**src/rtl/lsu_pkg.sv**
```systemverilog
// Shared types, funct3 encodings and legality helpers for the load/store unit.
package lsu_pkg;

  typedef enum logic [2:0] {
    IDLE = 3'd0,
    RD   = 3'd1,
    CAP  = 3'd2,
    WR   = 3'd3,
    RESP = 3'd4,
    ERR  = 3'd5
  } state_t;

  localparam logic [2:0] F3_B  = 3'b000;
  localparam logic [2:0] F3_H  = 3'b001;
  localparam logic [2:0] F3_W  = 3'b010;
  localparam logic [2:0] F3_BU = 3'b100;
  localparam logic [2:0] F3_HU = 3'b101;

  // Stores only exist in signed-size form; loads also allow the unsigned variants.
  function automatic logic is_legal(input logic store, input logic [2:0] funct3);
    if (store) return (funct3 == F3_B) || (funct3 == F3_H) || (funct3 == F3_W);
    return (funct3 == F3_B) || (funct3 == F3_H) || (funct3 == F3_W) ||
           (funct3 == F3_BU) || (funct3 == F3_HU);
  endfunction

  // Access size lives in funct3[1:0]: 00 byte, 01 half, 10 word.
  function automatic logic is_aligned(input logic [2:0] funct3, input logic [1:0] addr_lo);
    case (funct3[1:0])
      2'b01:   return !addr_lo[0];
      2'b10:   return (addr_lo == 2'b00);
      default: return 1'b1;
    endcase
  endfunction

endpackage

```
**src/rtl/lsu_byte_lane.sv**
```systemverilog
// Byte/half lane steering: extracts and extends load data, and merges store
// data into a read word for read-modify-write.
module lsu_byte_lane
  import lsu_pkg::*;
#(
  parameter int WIDTH = 32
) (
  input  logic [WIDTH-1:0] word,
  input  logic [1:0]       lane,
  input  logic [2:0]       funct3,
  input  logic [WIDTH-1:0] wdata,
  output logic [WIDTH-1:0] load_value,
  output logic [WIDTH-1:0] store_word
);

  logic [7:0]  byte_sel;
  logic [15:0] half_sel;

  // Select the addressed byte/half, extend it, and splice new data into the word.
  always_comb begin
    byte_sel   = word[7:0];
    half_sel   = word[15:0];
    load_value = word;
    store_word = wdata;
    case (funct3[1:0])
      2'b00: begin
        store_word = word;
        case (lane)
          2'b00: begin byte_sel = word[7:0];   store_word[7:0]   = wdata[7:0]; end
          2'b01: begin byte_sel = word[15:8];  store_word[15:8]  = wdata[7:0]; end
          2'b10: begin byte_sel = word[23:16]; store_word[23:16] = wdata[7:0]; end
          default: begin byte_sel = word[31:24]; store_word[31:24] = wdata[7:0]; end
        endcase
        load_value = funct3[2] ? {{(WIDTH-8){1'b0}}, byte_sel}
                               : {{(WIDTH-8){byte_sel[7]}}, byte_sel};
      end
      2'b01: begin
        store_word = word;
        if (lane[1]) begin
          half_sel           = word[31:16];
          store_word[31:16]  = wdata[15:0];
        end else begin
          half_sel           = word[15:0];
          store_word[15:0]   = wdata[15:0];
        end
        load_value = funct3[2] ? {{(WIDTH-16){1'b0}}, half_sel}
                               : {{(WIDTH-16){half_sel[15]}}, half_sel};
      end
      default: begin
        load_value = word;
        store_word = wdata;
      end
    endcase
  end

endmodule

```
**src/rtl/load_store_unit.sv**
```systemverilog
// RV32I load/store unit in front of a 1-cycle-latency BRAM without byte
// enables. Sub-word stores are done as read-modify-write; one request at a time.
module load_store_unit
  import lsu_pkg::*;
#(
  parameter int WIDTH  = 32,
  parameter int ADDR_W = 7
) (
  input  logic              clock,
  input  logic              reset,
  input  logic              req_valid,
  output logic              req_ready,
  input  logic              req_store,
  input  logic [2:0]        req_funct3,
  input  logic [31:0]       req_addr,
  input  logic [WIDTH-1:0]  req_wdata,
  output logic              resp_valid,
  output logic [WIDTH-1:0]  resp_rdata,
  output logic              resp_error,
  output logic              mem_read_enable,
  output logic              mem_write_enable,
  output logic [ADDR_W-1:0] mem_addr,
  output logic [WIDTH-1:0]  mem_wdata,
  input  logic [WIDTH-1:0]  mem_rdata
);

  state_t           state;
  logic [1:0]       cap_lane;
  logic [2:0]       cap_funct3;
  logic             cap_store;
  logic [WIDTH-1:0] cap_wdata;
  logic [WIDTH-1:0] lane_load;
  logic [WIDTH-1:0] lane_merged;
  logic             req_ok;

  // Upper address bits are deliberately ignored so accesses wrap modulo the BRAM size.
  logic unused_addr_bits;
  assign unused_addr_bits = &{1'b0, req_addr[31:ADDR_W+2]};

  assign req_ok = is_legal(req_store, req_funct3) && is_aligned(req_funct3, req_addr[1:0]);

  lsu_byte_lane #(.WIDTH(WIDTH)) u_lane (
    .word       (mem_rdata),
    .lane       (cap_lane),
    .funct3     (cap_funct3),
    .wdata      (cap_wdata),
    .load_value (lane_load),
    .store_word (lane_merged)
  );

  // Control FSM; all outputs are registered and strobes last exactly one cycle.
  always_ff @(posedge clock or negedge reset) begin
    if (!reset) begin
      state            <= IDLE;
      req_ready        <= 1'b1;
      resp_valid       <= 1'b0;
      resp_error       <= 1'b0;
      resp_rdata       <= '0;
      mem_read_enable  <= 1'b0;
      mem_write_enable <= 1'b0;
      mem_addr         <= '0;
      mem_wdata        <= '0;
      cap_lane         <= '0;
      cap_funct3       <= '0;
      cap_store        <= 1'b0;
      cap_wdata        <= '0;
    end else begin
      resp_valid       <= 1'b0;
      resp_error       <= 1'b0;
      mem_read_enable  <= 1'b0;
      mem_write_enable <= 1'b0;
      case (state)
        IDLE: begin
          if (req_valid) begin
            req_ready  <= 1'b0;
            cap_lane   <= req_addr[1:0];
            cap_funct3 <= req_funct3;
            cap_store  <= req_store;
            cap_wdata  <= req_wdata;
            mem_addr   <= req_addr[ADDR_W+1:2];
            if (!req_ok) begin
              state      <= ERR;
              resp_valid <= 1'b1;
              resp_error <= 1'b1;
              resp_rdata <= '0;
            end else if (req_store && (req_funct3 == F3_W)) begin
              state            <= WR;
              mem_write_enable <= 1'b1;
              mem_wdata        <= req_wdata;
            end else begin
              state           <= RD;
              mem_read_enable <= 1'b1;
            end
          end
        end
        RD: state <= CAP;
        CAP: begin
          if (cap_store) begin
            state            <= WR;
            mem_wdata        <= lane_merged;
            mem_write_enable <= 1'b1;
          end else begin
            state      <= RESP;
            resp_rdata <= lane_load;
            resp_valid <= 1'b1;
          end
        end
        WR: begin
          state      <= RESP;
          resp_rdata <= '0;
          resp_valid <= 1'b1;
        end
        RESP, ERR: begin
          state     <= IDLE;
          req_ready <= 1'b1;
        end
        default: begin
          state     <= IDLE;
          req_ready <= 1'b1;
        end
      endcase
    end
  end

endmodule

```
**config.mk**
```make
export PLATFORM = sky130hd
export DESIGN_NAME = load_store_unit
export DESIGN_NICKNAME = d
export VERILOG_FILES = /design/src/rtl/lsu_pkg.sv /design/src/rtl/lsu_byte_lane.sv /design/src/rtl/load_store_unit.sv
export SDC_FILE = /design/constraint.sdc
export NUM_CORES = 1
export LEC_CHECK = 0
export ABC_AREA = 1
export CORE_UTILIZATION = 49
export DETAILED_ROUTE_END_ITERATION = 12
export PLACE_DENSITY = 0.78
export SETUP_SLACK_MARGIN = 0.1
export SLEW_MARGIN = 20
export SYNTH_ARGS = -nofsm -noshare
export SYNTH_HDL_FRONTEND = slang
export SYNTH_SLANG_ARGS = --single-unit
```
**constraint.sdc**
```tcl
create_clock -name clock -period 1.8 [get_ports clock]
set_clock_uncertainty 0.1 [all_clocks]
set_input_delay 0.54 -clock clock [delete_from_list [all_inputs] [get_ports clock]]
set_output_delay 0.54 -clock clock [all_outputs]
set_load 0.1 [all_outputs]
```
After elaboration in Yosys (flattened, before gate mapping)
Index checks and enable logic that the tools add are counted.
{ "totals": {"out_inout_bits": 76, "reg_bits": 117} }
{ "classes": {"n_eq_ne": 18, "n_mux": 46, "bitwise": 1, "reduce_logical": 20} }
{ "op_table": {"columns": ["operator", "count"], "rows": [
  ["32-bit 2-to-1 mux", 9],
  ["32-bit case mux with 2 select lines", 3],
  ["32-bit case mux with 3 select lines", 1],
  ["16-bit 2-to-1 mux", 3],
  ["8-bit 2-to-1 mux", 4],
  ["8-bit case mux with 3 select lines", 1],
  ["1-bit 2-to-1 mux", 16],
  ["2-bit inequality test (second input constant)", 6],
  ["3-bit case mux with 4 select lines", 1],
  ["3-bit by 2-bit equality test with 1-bit output (second input constant)", 3],
  ["3-bit 2-to-1 mux", 3],
  ["2-bit by 1-bit equality test with 1-bit output (second input constant)", 3],
  ["3-bit by 1-bit equality test with 1-bit output (second input constant)", 2],
  ["3-bit equality test (second input constant)", 2],
  ["2-bit zero test", 3],
  ["3-bit zero test", 2],
  ["1-bit case mux with 2 select lines", 3],
  ["3-bit OR reduction", 2],
  ["5-bit AND reduction", 1],
  ["2-bit equality test (second input constant)", 2],
  ["1-bit logical OR", 4],
  ["2-bit AND reduction", 2],
  ["4-bit AND reduction", 1],
  ["1-bit case mux with 3 select lines", 1],
  ["other kinds (6)", 7]
]} }

Longest topological paths before layout
{ "logic_depth": {"word_depth": 10, "ltp_mapped": 11, "ltp_nobuf": 10} }

Hierarchy
Synthesis repeated with hierarchy kept, for this count alone.
{ "unflattened": {"cells_unflattened": 1037, "area_unflattened_um2": 7088.0} }
{ "by_module_without_submodules": {"columns": ["module", "seq_area_each_um2", "area_each_um2", "cells_each", "n_inst"], "rows": [
  ["load_store_unit", 2929.1, 5302.6, 679, 1],
  ["lsu_byte_lane", 0.0, 1785.5, 358, 1]
]} }

Worst setup path after synthesis
OpenSTA, ideal clock, no wires.
{ "synth_path": {"kind": "input -> register", "start": "input port req_funct3[0]", "end": "register resp_rdata[0]", "path_slack_ns": 0.040, "arrival_ns": 1.538, "setup_ns": 0.122, "stages": 9, "required_ns": 1.578, "cell_sequence": "inv_1 -> ha_1 -> nand3_1 -> nand2_1 -> nand3_1 -> nand2_1 -> buf_2 -> nand2_1 -> nand2_1"} }
{ "synth_via": {"elab_chain_cells": 9, "word_cells_on_any_way": 17, "cone_classes": "7 x eq/ne; 3 x mux; 7 x reduce/logical"} }
{ "synth_lines": {"columns": ["element", "line_no", "source"], "rows": [
  ["from (decl)", "load_store_unit.sv:14", "input logic [2:0] req_funct3,"],
  ["3-bit by 1-bit equality test with 1-bit output or 3-bit zero test (tied branches)", "lsu_pkg.sv:21, lsu_pkg.sv:22", null],
  ["1-bit logical OR (2 in a row)", "lsu_pkg.sv:21, lsu_pkg.sv:22", null],
  ["1-bit logical OR", "lsu_pkg.sv:22", "return (funct3 == F3_B) || (funct3 == F3_H) || (funct3 == F3_W) ||"],
  ["1-bit logical OR", "lsu_pkg.sv:23", "(funct3 == F3_BU) || (funct3 == F3_HU);"],
  ["1-bit 2-to-1 mux", "lsu_pkg.sv:22", null],
  ["1-bit logical AND *", "load_store_unit.sv:40", "assign req_ok = is_legal(req_store, req_funct3) && is_aligned(req_funct3, req_addr[1:0]);"],
  ["2-bit inequality test (no line) *", null, null],
  ["4-bit AND reduction (no line) *", null, null],
  ["to (signal assigned)", "load_store_unit.sv:104", "resp_rdata <= lane_load;"],
  ["to (decl)", "load_store_unit.sv:18", "output logic [WIDTH-1:0] resp_rdata,"]
]} }
Mark *: on every way between the ends. The rest lies on a longest branch, timed or not. The select of a mux whose other input is x is not followed.
A chain may end at the register's enable or synchronous reset.

Final worst setup path
{ "layout_path": {"start": "register req_ready", "end": "output port req_ready"} }
{ "layout_rtl": {"columns": ["element", "line_no", "source"], "rows": [
  ["from (decl)", "load_store_unit.sv:12", "output logic req_ready,"],
  ["from (signal assigned)", "load_store_unit.sv:55", "req_ready <= 1'b1;"],
  ["from (signal assigned)", "load_store_unit.sv:75", "req_ready <= 1'b0;"],
  ["from (signal assigned)", "load_store_unit.sv:115", "req_ready <= 1'b1;"]
]} }
No word-level cell between the ends.

==> flow_summary.json <==
{
  "grtUsageTotal": 0.347,
  "fin_crit_ns": 1.78,
  "status": "completed",
  "end_kind": "output port",
  "cpPeakStageDelay_ns": 0.55,
  "final_nets": 1253,
  "grt_pass1_vias": 7062,
  "die_w_um": 117,
  "finalSetupTns_ns": 0,
  "avgSynthCellArea_um2": 7.06,
  "ctsLongestPathBuffers": 2,
  "critPathSlowestCell": "dfstp_2",
  "setup_viol": 0,
  "path_cells": "buf_12",
  "fillers": 797,
  "die_height_um": 117,
  "finalMaxSlewViolations": 0,
  "ys_seq_elements": 117,
  "critPathBufInv": 1,
  "drt_iter0_drc": 850,
  "syn_area_mm2": 0.00653,
  "grt_busiest_layer": "met2",
  "place.gp.congestion": 0.974,
  "yosys.area.top_type": "dfrtp_1",
  "final_area_mm2": 0.0106,
  "drc": 0,
  "final_core_util": 0.828,
  "max_cap_violations": 0,
  "rsz0062_at_grt": "yes",
  "postRouteAntennaNets": 0,
  "cts_root_buf": "clkbuf_16",
  "hold_path_class": "input port to register",
  "initial_core_util": 0.509,
  "cp_max_fo": 2,
  "place_hpwl_mm": 16.3,
  "min_period_over_period": 0.990,
  "drt-wirelength-per-cell_um": 18.5,
  "clock_sinks": 117,
  "synth_area_leaders": "dfrtp_1 (44%), nand2_1 (22%), nand3_1 (6.5%), o21ai_0 (5.0%), inv_1 (4.3%)",
  "grt_first_pass_wirelength_mm": 36.9,
  "detail_route.vias_per_cell": 5.63,
  "ir_drop_uv": 1820,
  "slew_headroom": 0.729,
  "synthesis.nets": 1030,
  "p_leak_nw": 5.32,
  "cts_buffers": 17,
  "yosysSeqAreaShare": 0.449,
  "drtPass1Iterations": 6,
  "worst_slew_pin_slew_ns": 0.405,
  "stdcell_count": 1332,
  "met1_usage": 0.436,
  "totalWireLength_mm": 24.6,
  "dieArea_mm2": 0.0138,
  "required_ns": 1.16,
  "cts.clk_slew.worst_paths_ns": 0.05,
  "crit_type": "register to output port",
  "synth_most_common_cell": "nand2_1",
  "ys_types": 30,
  "boundaryPins": 179,
  "diodes": 0,
  "vias": 7496,
  "antenna_found_initial": 0,
  "async_flop_share": 1.00,
  "crit_cells": 1,
  "p_per_area_mw_per_mm2": 2240,
  "clk_latency_ns": 0.42,
  "rows": 41,
  "crit_path_start_kind": "register",
  "ys_top_cells_by_count": "nand2_1 (374), dfrtp_1 (116), nand3_1 (85)",
  "syn_inst": 924,
  "area_growth_pct": 62.7,
  "ys_warn_count": 0,
  "overflow": 0,
  "io_buffers": 155,
  "drive_above_1_share": 0.242,
  "core_mm2": 0.0128,
  "use_met2": 0.571,
  "arrival_ns": 1.14,
  "hold_violations": 0,
  "synth-edff-count": 0,
  "grt_start_max_net_pins": 52,
  "reg2reg_depth": 8,
  "dp_cells": 1269,
  "cp_top_family": "flip-flops",
  "placed_area_mm2": 0.00947,
  "yosys.area.top_type_share": 0.445,
  "clock.fmax_mhz": 561,
  "grtUsageMet3": 0.0739,
  "synth_ff_type": "dfrtp_1",
  "min_path_cells": 3,
  "ctsHtreeMaxLevel": 4,
  "cts_tree": "done"
}
[layer usage]
layer	up-vias	routed length, um
li1	3407	-
met5	-	0
met1	3553	9410
met4	0	831
met2	479	12000
met3	57	2340
[logic make-up (layout without fill, tap and decap cells)]
group	Yosys count	in the layout	synth area share
compound gates	148	148	0.118
fa+ha+maj	3	3	0.00575
buf+inv	136	369	0.0884
flops	117	117	0.449
simple gates	520	523	0.339
[worst register-to-register path, delay by kind of cell (launching register included)]
kind            cells  cell delay (ns)
buf+inv             2             0.28
simple gates        5             0.67
flops               1             0.46
compound gates      1             0.14
[per-stage QoR]
stage | power [W] | setup slack [ns] | hold WS (ns)
after floorplan | 0.0134 | 0.0921 | 0.144
after global placement | 0.0185 | -0.527 | 0.347
after detailed placement | 0.0187 | -0.581 | 0.355
after CTS | 0.0227 | 0.00512 | 0.388
after global routing | 0.0248 | -0.0149 | 0.362
final | 0.0238 | 0.0174 | 0.338
[path summary, 6_finish.rpt]
path / startpoint / end / slack (ns)
max in group asynchronous: reset / state[2] / 0.56
hold reg to reg: cap_wdata[18] / cap_wdata[18] / 0.40
setup reg to reg: state[2] / mem_wdata[29] / 0.04
min in group asynchronous: reset / mem_wdata[28] / 0.46
hold / removal: req_funct3[0] / cap_funct3[0] / 0.34
setup / recovery: req_ready / req_ready / 0.02
[state kept, by name, summed over array words and instances (netlist names), 2 cells and up]
signal,cells
cap_wdata,32
mem_wdata,32
resp_rdata,32
mem_addr,7
cap_funct3,3
state,3
cap_lane,2
[area by class of cell]
class	instances	area, um^2	area share
Clock buffer	23	488	0.0460
Clock inverter	9	148	0.0139
Multi-Input combinational cell	674	3220	0.304
Tap cell	172	215	0.0203
Sequential cell	117	2940	0.276
Timing Repair Buffer	250	3260	0.307
Inverter	87	349	0.0329
[placed cells by master, fill, tap and decap left out, drive strengths merged]
master         count
clkbuf            28
dlygate4sd2        4
dlygate4sd3        1
clkinv             4
nand3             88
nand4             16
nor4               1
o21ai             82
bufinv             4
dfrtp            116
nor2              26
a21oi             56
inv               87
nand2            379
dfstp              1
o211ai             9
buf              168
clkdlybuf4s50     71
ha                 3
clkinvlp           1
a31oi              1
dlymetal6s2s       1
or2               13
[repair_timing]
| item | 4_1_cts | 5_1_grt |
|---|---|---|
| cloned | 1 | 7 |
| hold buffers | 1 | 0 |
| gates resized for setup | 16 | 56 |
| buffers inserted | 1 | 21 |
| endpoints found under the setup margin | 68 | 108 |
| endpoints found under the hold margin | 16 | 0 |
| pin swaps | 1 | 20 |
[where the power goes]
group	internal (W)	switching (W)	leakage (nW)
Clock	0.00245	0.00120	0.313
Sequential	0.00377	0.00124	1.48
Combinational	0.00531	0.00985	3.52
No activity file was read; power rests on OpenSTA's default activity.
